--- src/rtl/instr_loader.sv ---
// Push-button debouncer and two-byte instruction assembler feeding the bit-serial core.
// Optional WAIT_HI inactivity timeout enabled by defining LOADER_TIMEOUT_EN.
module instr_loader #(
  parameter int unsigned DEBOUNCE_CYCLES = 16
`ifdef LOADER_TIMEOUT_EN
  , parameter int unsigned TIMEOUT_CYCLES = 4096
`endif
) (
  input  logic       clk,
  input  logic       rst,
  input  logic [7:0] sw_in,
  input  logic       btn_raw,
  input  logic       core_ready,
  output logic [3:0] opcode,
  output logic [11:0] instr,
  output logic       inst_done,
  output logic       btn_edge,
  output logic       phase,
  output logic       dropped
`ifdef LOADER_TIMEOUT_EN
  , output logic     timeout
`endif
);

  localparam int unsigned CNT_W = $clog2(DEBOUNCE_CYCLES);
  localparam logic [CNT_W-1:0] CNT_LAST = CNT_W'(DEBOUNCE_CYCLES - 1);
`ifdef LOADER_TIMEOUT_EN
  localparam int unsigned TMO_W = $clog2(TIMEOUT_CYCLES);
  localparam logic [TMO_W-1:0] TMO_LAST = TMO_W'(TIMEOUT_CYCLES - 1);
`endif

  typedef enum logic [1:0] {WAIT_LO, WAIT_HI, PEND} state_e;

  state_e           state_q, state_d;
  logic             s1_q, s1_d, s2_q, s2_d;
  logic             stable_q, stable_d;
  logic [CNT_W-1:0] cnt_q, cnt_d;
  logic             btn_edge_q, btn_edge_d;
  logic [7:0]       lo_q, lo_d, hi_q, hi_d;
  logic [3:0]       opcode_q, opcode_d;
  logic [11:0]      instr_q, instr_d;
  logic             inst_done_q, inst_done_d;
  logic             phase_q, phase_d;
  logic             dropped_q, dropped_d;
`ifdef LOADER_TIMEOUT_EN
  logic [TMO_W-1:0] tcnt_q, tcnt_d;
  logic             timeout_q, timeout_d;
`endif

  // Synchronizer, debouncer (any bounce restarts the count) and press pulse.
  always_comb begin
    s1_d       = btn_raw;
    s2_d       = s1_q;
    stable_d   = stable_q;
    cnt_d      = '0;
    btn_edge_d = 1'b0;
    if (s2_q != stable_q) begin
      if (cnt_q == CNT_LAST) begin
        stable_d   = s2_q;
        btn_edge_d = s2_q;
      end else begin
        cnt_d = cnt_q + CNT_W'(1);
      end
    end
  end

  // Loader FSM next-state and registered outputs.
  always_comb begin
    state_d     = state_q;
    lo_d        = lo_q;
    hi_d        = hi_q;
    opcode_d    = opcode_q;
    instr_d     = instr_q;
    inst_done_d = 1'b0;
    dropped_d   = dropped_q;
`ifdef LOADER_TIMEOUT_EN
    tcnt_d      = tcnt_q;
    timeout_d   = 1'b0;
`endif
    case (state_q)
      WAIT_LO: begin
        if (btn_edge_q) begin
          lo_d    = sw_in;
          state_d = WAIT_HI;
`ifdef LOADER_TIMEOUT_EN
          tcnt_d  = '0;
`endif
        end
      end
      WAIT_HI: begin
        if (btn_edge_q) begin
          hi_d    = sw_in;
          state_d = PEND;
`ifdef LOADER_TIMEOUT_EN
          tcnt_d  = '0;
        end else if (tcnt_q == TMO_LAST) begin
          lo_d      = '0;
          state_d   = WAIT_LO;
          timeout_d = 1'b1;
        end else begin
          tcnt_d = tcnt_q + TMO_W'(1);
`endif
        end
      end
      PEND: begin
        if (core_ready) begin
          opcode_d    = hi_q[7:4];
          instr_d     = {hi_q[3:0], lo_q};
          inst_done_d = 1'b1;
          state_d     = WAIT_LO;
        end else if (btn_edge_q) begin
          dropped_d = 1'b1;
        end
      end
      default: state_d = WAIT_LO;
    endcase
    phase_d = (state_d != WAIT_LO);
  end

  always_ff @(posedge clk) begin
    if (rst) begin
      state_q     <= WAIT_LO;
      s1_q        <= 1'b0;
      s2_q        <= 1'b0;
      stable_q    <= 1'b0;
      cnt_q       <= '0;
      btn_edge_q  <= 1'b0;
      lo_q        <= '0;
      hi_q        <= '0;
      opcode_q    <= '0;
      instr_q     <= '0;
      inst_done_q <= 1'b0;
      phase_q     <= 1'b0;
      dropped_q   <= 1'b0;
`ifdef LOADER_TIMEOUT_EN
      tcnt_q      <= '0;
      timeout_q   <= 1'b0;
`endif
    end else begin
      state_q     <= state_d;
      s1_q        <= s1_d;
      s2_q        <= s2_d;
      stable_q    <= stable_d;
      cnt_q       <= cnt_d;
      btn_edge_q  <= btn_edge_d;
      lo_q        <= lo_d;
      hi_q        <= hi_d;
      opcode_q    <= opcode_d;
      instr_q     <= instr_d;
      inst_done_q <= inst_done_d;
      phase_q     <= phase_d;
      dropped_q   <= dropped_d;
`ifdef LOADER_TIMEOUT_EN
      tcnt_q      <= tcnt_d;
      timeout_q   <= timeout_d;
`endif
    end
  end

  assign opcode    = opcode_q;
  assign instr     = instr_q;
  assign inst_done = inst_done_q;
  assign btn_edge  = btn_edge_q;
  assign phase     = phase_q;
  assign dropped   = dropped_q;
`ifdef LOADER_TIMEOUT_EN
  assign timeout   = timeout_q;
`endif

endmodule
--- config.mk ---
export PLATFORM = sky130hd
export DESIGN_NAME = instr_loader
export DESIGN_NICKNAME = d
export VERILOG_FILES = /design/src/rtl/instr_loader.sv
export SDC_FILE = /design/constraint.sdc
export NUM_CORES = 1
export LEC_CHECK = 0
export BUFFER_PORTS_ARGS = -buffer_cell sky130_fd_sc_hd__buf_4
export CORE_ASPECT_RATIO = 0.75
export CORE_UTILIZATION = 56
export DETAILED_ROUTE_END_ITERATION = 7
export PLACE_DENSITY = 0.93
export SKIP_CTS_REPAIR_TIMING = 1
export SYNTH_ARGS = -nofsm -noshare
export SYNTH_HDL_FRONTEND = slang
export SYNTH_SLANG_ARGS = --single-unit
--- constraint.sdc ---
create_clock -name clk -period 2.6 [get_ports clk]
set_input_delay 0.65 -clock clk [delete_from_list [all_inputs] [get_ports clk]]
set_output_delay 0.65 -clock clk [all_outputs]
set_load 0.05 [all_outputs]
==> metrics.txt, run 1 <==
Via density just over 5; core area around 0.0027 sq mm; cell area after layout 0.00192 sq mm; Worst Max-Slew Pin Slew 0.649 ns; total grt overflow 0; Yosys reg bits 45; Fill cells between 200 and 250; CTS tree done; die extent in x between 60 and 70 um; Routed WL per cell 12.7 um; vias post-DR 1188; Static Leak just over 0.8 nW; synth warn 0; CP Depth 1; pwr/cell area 631 mW/mm^2; syn_area_per_cell 9.65 sq um; CTS Buffer Depth 2; final hold vios 0; root buffer cell clkbuf_8; Final Wtd Congestion 0.719; Slew headroom between 50 and 60%; worst path required time 1.95 ns; initial core utilization 59.8%; H-tree levels 2; crit-path cells buf_4; Worst Skew 0.00548 ns; Vert. Die Dim just under 50 um; WP buf/inv 1; Residual DRC 0; Post-Synthesis Cells around 170; Final ANT Viol Nets 0; largest delay contributor family on the critical path flip-flops; slowest CP cell dfxtp_1; unrepaired setup endpoints after global routing false; # nets final 207; clock latency on the worst-skew pair between 0.2 and 0.3 ns; Tmin final about 1.6 ns; drt initial violations 53; register-to-register setup slack 1.16 ns; I/O pin total 32; Max VDD drop 472 uV; row count 16; largest net degree at the start of global routing 43; I/O Buffers 31; # diodes 0; area of the die 0.00306 sq mm; Slew Limit Fails 0; # clock sinks between 40 and 50; critical path class flop to primary output; Worst Reg-to-Reg Cells 3; Tot Pwr 0.00121 W; # setup viols final 0; CTS Buf Count 5; first-pass GRT wire length between 4000 and 5000 um; max_cap viols 0; Post-Syn Area between 0.0015 and 0.002 sq mm; most frequent cells in the layout dfxtp_1, nand2_1, buf_4, nor2_1, mux2i_1; drt total wl ~3000 um; synth-to-layout area growth 20.5%; vias in the first global route roughly 1.1k; layout cells sized above 1 a little over a fifth; Finished Core Util between 70% and 80%; Setup TNS 0 ns; Fmax 638 MHz; WHS Path Cells 1; startpoint class of the critical path flop; Setup crit end kind primary output; post-synth cell types 25; HPWL after detailed placement 1970 um; worst path arrival time ~0.9 ns; min-delay worst type flop to flop; CTS clock-pin slew for the worst setup and hold paths 0.08 ns; drt first pass iters 4; area of the multi-input gates roughly 630 sq um; sequential share of the synthesized area 56.6%; period utilization between 60% and 70%; antenna violations before repair 0; GRT Util Overall 20.6%; Worst path max stage delay ~0.4 ns; Sequential Area 901 sq um; most common cell after layout, fill and taps aside dfxtp_1; status complete, no violations; Net Count, Synth 178; dpl cell area 0.00182 sq mm; CP max FO 5
[flip-flops by register name, indices dropped and copies added (netlist names)]
name       cells
stable_q       1
cnt_q          4
dropped        1
phase          1
instr         12
btn_edge       1
state_q        2
lo_q           8
hi_q           8
inst_done      1
opcode         4
s1_q           1
s2_q           1
[routing by layer]
metal,up-vias,GRT usage (%),share of wire [%]
li1,599,-,-
met2,29,37.4,50
met5,-,0,0
met3,2,5.14,4.3
met1,558,23.8,45
met4,0,10.9,0.65
[final timing paths]
kind	start	to
setup / recovery	btn_edge$_SDFF_PP0_	btn_edge
hold reg to reg	s1_q$_SDFF_PP0_	s2_q$_SDFF_PP0_
setup reg to reg	state_q[1]$_SDFF_PP0_	instr[2]$_SDFFE_PP0P_
hold / removal	s1_q$_SDFF_PP0_	s2_q$_SDFF_PP0_
[stage by stage]
| step | hold slack (ns) | setup slack [ns] | std cells |
|---|---|---|---|
| 2_1_floorplan | 0.414 | 1.15 | 165 |
| 3_3_place_gp | 0.423 | 1.01 | 223 |
| 3_5_place_dp | 0.440 | 0.951 | 223 |
| 4_1_cts | 0.456 | 1.02 | 230 |
| 5_1_grt | 0.468 | 0.993 | 230 |
| 6_report | 0.452 | 1.03 | 230 |
[synth_stat cells]
library cell	instances	area share, %
clkbuf_1	3	0.71
xor2_1	3	1.6
xnor2_1	1	0.55
and3b_1	2	1.1
inv_1	1	0.24
mux2i_1	17	11
nor4b_1	1	0.55
nand3b_1	2	0.94
nor2b_1	2	0.79
buf_4	4	1.9
a21oi_2	1	0.55
dfxtp_1	45	57
nor3b_1	1	0.47
nor3_1	1	0.31
nand2_1	32	7.5
nand3b_2	1	0.71
buf_2	2	0.63
ha_1	1	0.79
buf_6	1	0.71
nor4bb_1	1	0.63
nor2_1	23	5.4
or2_1	1	0.39
nand3_1	2	0.63
or3b_1	1	0.55
a21oi_1	16	5.0
[area by class of cell]
type / count / share of cell area, %
sequential: 45 / 46.9
multi-input combinational: 109 / 32.6
timing repair buffer: 32 / 12.5
clock buffer: 5 / 3.59
tap: 36 / 2.35
clock inverter: 2 / 1.83
inverter: 1 / 0.196
[cell families (layout without fill, tap and decap cells)]
logic type / after synthesis / in the layout / synth area share (%)
AND/OR/NAND/NOR: 70 / 70 / 20.0
XOR/XNOR: 4 / 4 / 2.20
AO/OA/AOI/OAI: 17 / 17 / 5.58
flip-flops: 45 / 45 / 56.6
multiplexers: 17 / 17 / 10.7
adder cells (fa/ha/maj): 1 / 1 / 0.785
buffers and inverters: 11 / 40 / 4.16
[report_power, final]
part	switching, W	internal, W
logic	0.0000153	0.0000131
registers	0.00000116	0.000690
clock network	0.000213	0.000279
total	0.000229	0.000983
Note: power is estimated with default switching activity, not from simulation.
==> run 2, diff against run 1 <==
--- a/config.mk
+++ b/config.mk
@@ -7,9 +7,9 @@
 export LEC_CHECK = 0
 export BUFFER_PORTS_ARGS = -buffer_cell sky130_fd_sc_hd__buf_4
 export CORE_ASPECT_RATIO = 0.75
-export CORE_UTILIZATION = 56
+export CORE_UTILIZATION = 47
 export DETAILED_ROUTE_END_ITERATION = 7
-export PLACE_DENSITY = 0.93
+export PLACE_DENSITY = 0.85
 export SKIP_CTS_REPAIR_TIMING = 1
 export SYNTH_ARGS = -nofsm -noshare
 export SYNTH_HDL_FRONTEND = slang
==> constraint.sdc (replaced) <==
create_clock -name clk -period 1.29 [get_ports clk]
set_input_delay 0.3225 -clock clk [delete_from_list [all_inputs] [get_ports clk]]
set_output_delay 0.3225 -clock clk [all_outputs]
set_load 0.05 [all_outputs]
==> run 2 against run 1 <==
Compared with the run above:
- flip-flop and latch count stayed put
- clock power is 66% higher
- utilization shrank 8.6 points
- hold slack worse by 0.20 ns
- total power up 88%
- critical endpoint unchanged
- largest cell class unchanged
- largest power group unchanged
==> metrics.txt, run 2 (synthesis results as in run 1) <==
Worst path max stage delay 0.37 ns (was 0.40 ns); WHS Path Cells 2 (was 1); core area 0.00308 sq mm (was 0.00266 sq mm); H-tree levels 2 (unchanged); clock latency on the worst-skew pair 0.29 ns (was 0.28 ns); die extent in x 69.2 um (was 63.6 um); CP max FO 5 (unchanged); area of the die 0.00363 sq mm (was 0.00306 sq mm); CP Depth 1 (unchanged); critical path class flop to primary output (unchanged); Final ANT Viol Nets 0 (unchanged); max_cap viols 0 (unchanged); unrepaired setup endpoints after global routing false (unchanged); Setup crit end kind primary output (unchanged); # diodes 0 (unchanged); row count 17 (was 16); Vert. Die Dim 52.4 um (was 48.2 um); CTS Buf Count 5 (unchanged); most frequent cells in the layout dfxtp_1, buf_4, nand2_1, nor2_1, mux2i_1 (was dfxtp_1, nand2_1, buf_4, nor2_1, mux2i_1); first-pass GRT wire length 4950 um (was 4670 um); max reg flops 12 (unchanged); # clock sinks 45 (unchanged); drt total wl 2910 um (was 2930 um); Routed WL per cell 12.3 um (was 12.7 um); drt first pass iters 3 (was 4); vias in the first global route 1147 (was 1103); largest net degree at the start of global routing 35 (was 43); initial core utilization 51.6% (was 59.8%); startpoint class of the critical path flop (unchanged); Fmax approximately 840 MHz; root buffer cell clkbuf_8 (unchanged); # nets final 210 (was 207); crit-path cells buf_4 (unchanged); final worst slack 0.0966 ns (was 1.03 ns); Worst Reg-to-Reg Cells 4 (was 3); Final Wtd Congestion 0.690 (was 0.719); HPWL after detailed placement 1980 um (was 1970 um); dpl cell area 0.00187 sq mm (was 0.00182 sq mm); CTS clock-pin slew for the worst setup and hold paths 0.08 ns (about the same); worst path arrival time 0.87 ns (was 0.92 ns); I/O Buffers 31 (unchanged); largest delay contributor family on the critical path flip-flops (unchanged); Fill cells 268 (was 203); most common cell after layout, fill and taps aside dfxtp_1 (unchanged); final hold vios 0 (unchanged); final non-filler cell total 236 (was 230); Static Leak 0.839 nW (was 0.821 nW); cell area after layout 0.00196 sq mm (was 0.00192 sq mm); CTS Buffer Depth 2 (unchanged); vias post-DR 1188 (unchanged); worst path required time 0.97 ns (was 1.95 ns); Tmin final about 1.2 ns; CTS tree done (unchanged); Worst Max-Slew Pin Slew 0.265 ns (was 0.649 ns); DP Worst Slack -0.0636 ns (was 0.951 ns); Slew headroom 82.3% (was 56.6%); layout cells sized above 1 23.7% (was 21.1%); Residual DRC 0 (unchanged); dpl cells 228 (was 223); total grt overflow 0 (unchanged); status complete, no violations (unchanged); Via density 5.03 (was 5.17); GRT Util Overall 17.9% (was 20.6%); synth-to-layout area growth 22.9% (was 20.5%); WP buf/inv 1 (unchanged); # setup viols final 0 (unchanged); I/O pin total 32 (unchanged); Max VDD drop 699 uV (was 472 uV); pwr/cell area 1160 mW/mm^2 (was 631 mW/mm^2); drt initial violations 72 (was 53); period utilization 92.5%; Slew Limit Fails 0 (unchanged); antenna violations before repair 0 (unchanged); slowest CP cell dfxtp_2 (was dfxtp_1); Worst Skew 0.00349 ns (was 0.00548 ns); min-delay worst type input port to flop (was flop to flop)
==> run 2: changes by cell type in the layout (fill, tap and decap cells not counted), sizes merged <==
cell	delta
clkinv	+1
clkbuf	+1
bufinv	-1
buf	+3
==> run 2: area by class of cell <==
class                   count  area [sq um]  area share [%]
clock inverters             2          10.0           0.511
clock buffers               6          72.6            3.71
multi-input cells         109           634            32.4
well taps                  38          47.5            2.43
inverters                   1          3.75           0.192
repair buffers             35           288            14.7
flip-flops and latches     45           902            46.1
==> run 2: path summary, 6_finish.rpt <==
| path | start | to | slack (ns) |
|---|---|---|---|
| setup / recovery | btn_edge$_SDFF_PP0_ | btn_edge | 0.1 |
| hold / removal | btn_raw | s1_q$_SDFF_PP0_ | 0.25 |
| setup reg to reg | state_q[1]$_SDFF_PP0_ | phase$_SDFF_PP0_ | 0.1 |
| hold reg to reg | s1_q$_SDFF_PP0_ | s2_q$_SDFF_PP0_ | 0.44 |
==> run 2: stage by stage <==
step	util [%]	power, W	setup TNS [ns]	hold WS [ns]
detailed placement	60.5	0.00149	-0.701	0.427
finish	63.5	0.00228	0	0.247
floorplan	-	0.00145	0	0.414
CTS	63.2	0.00229	-1.27	0.245
global route	63.5	0.00235	0	0.243
global placement	60.5	0.00149	0	0.419
==> run 2: routing by layer <==
layer  wire length (um)  GRT usage [%]
met5                  0              0
met4                 47           9.18
met3                108           4.81
met2               1340           30.3
met1               1420           21.5
==> run 2: power by group <==
group | internal [W] | total (W) | switching (W)
sequential | 0.00139 | 0.00139 | 0.00000189
combinational | 0.0000328 | 0.0000660 | 0.0000332
clock | 0.000375 | 0.000816 | 0.000441
total | 0.00180 | 0.00228 | 0.000476
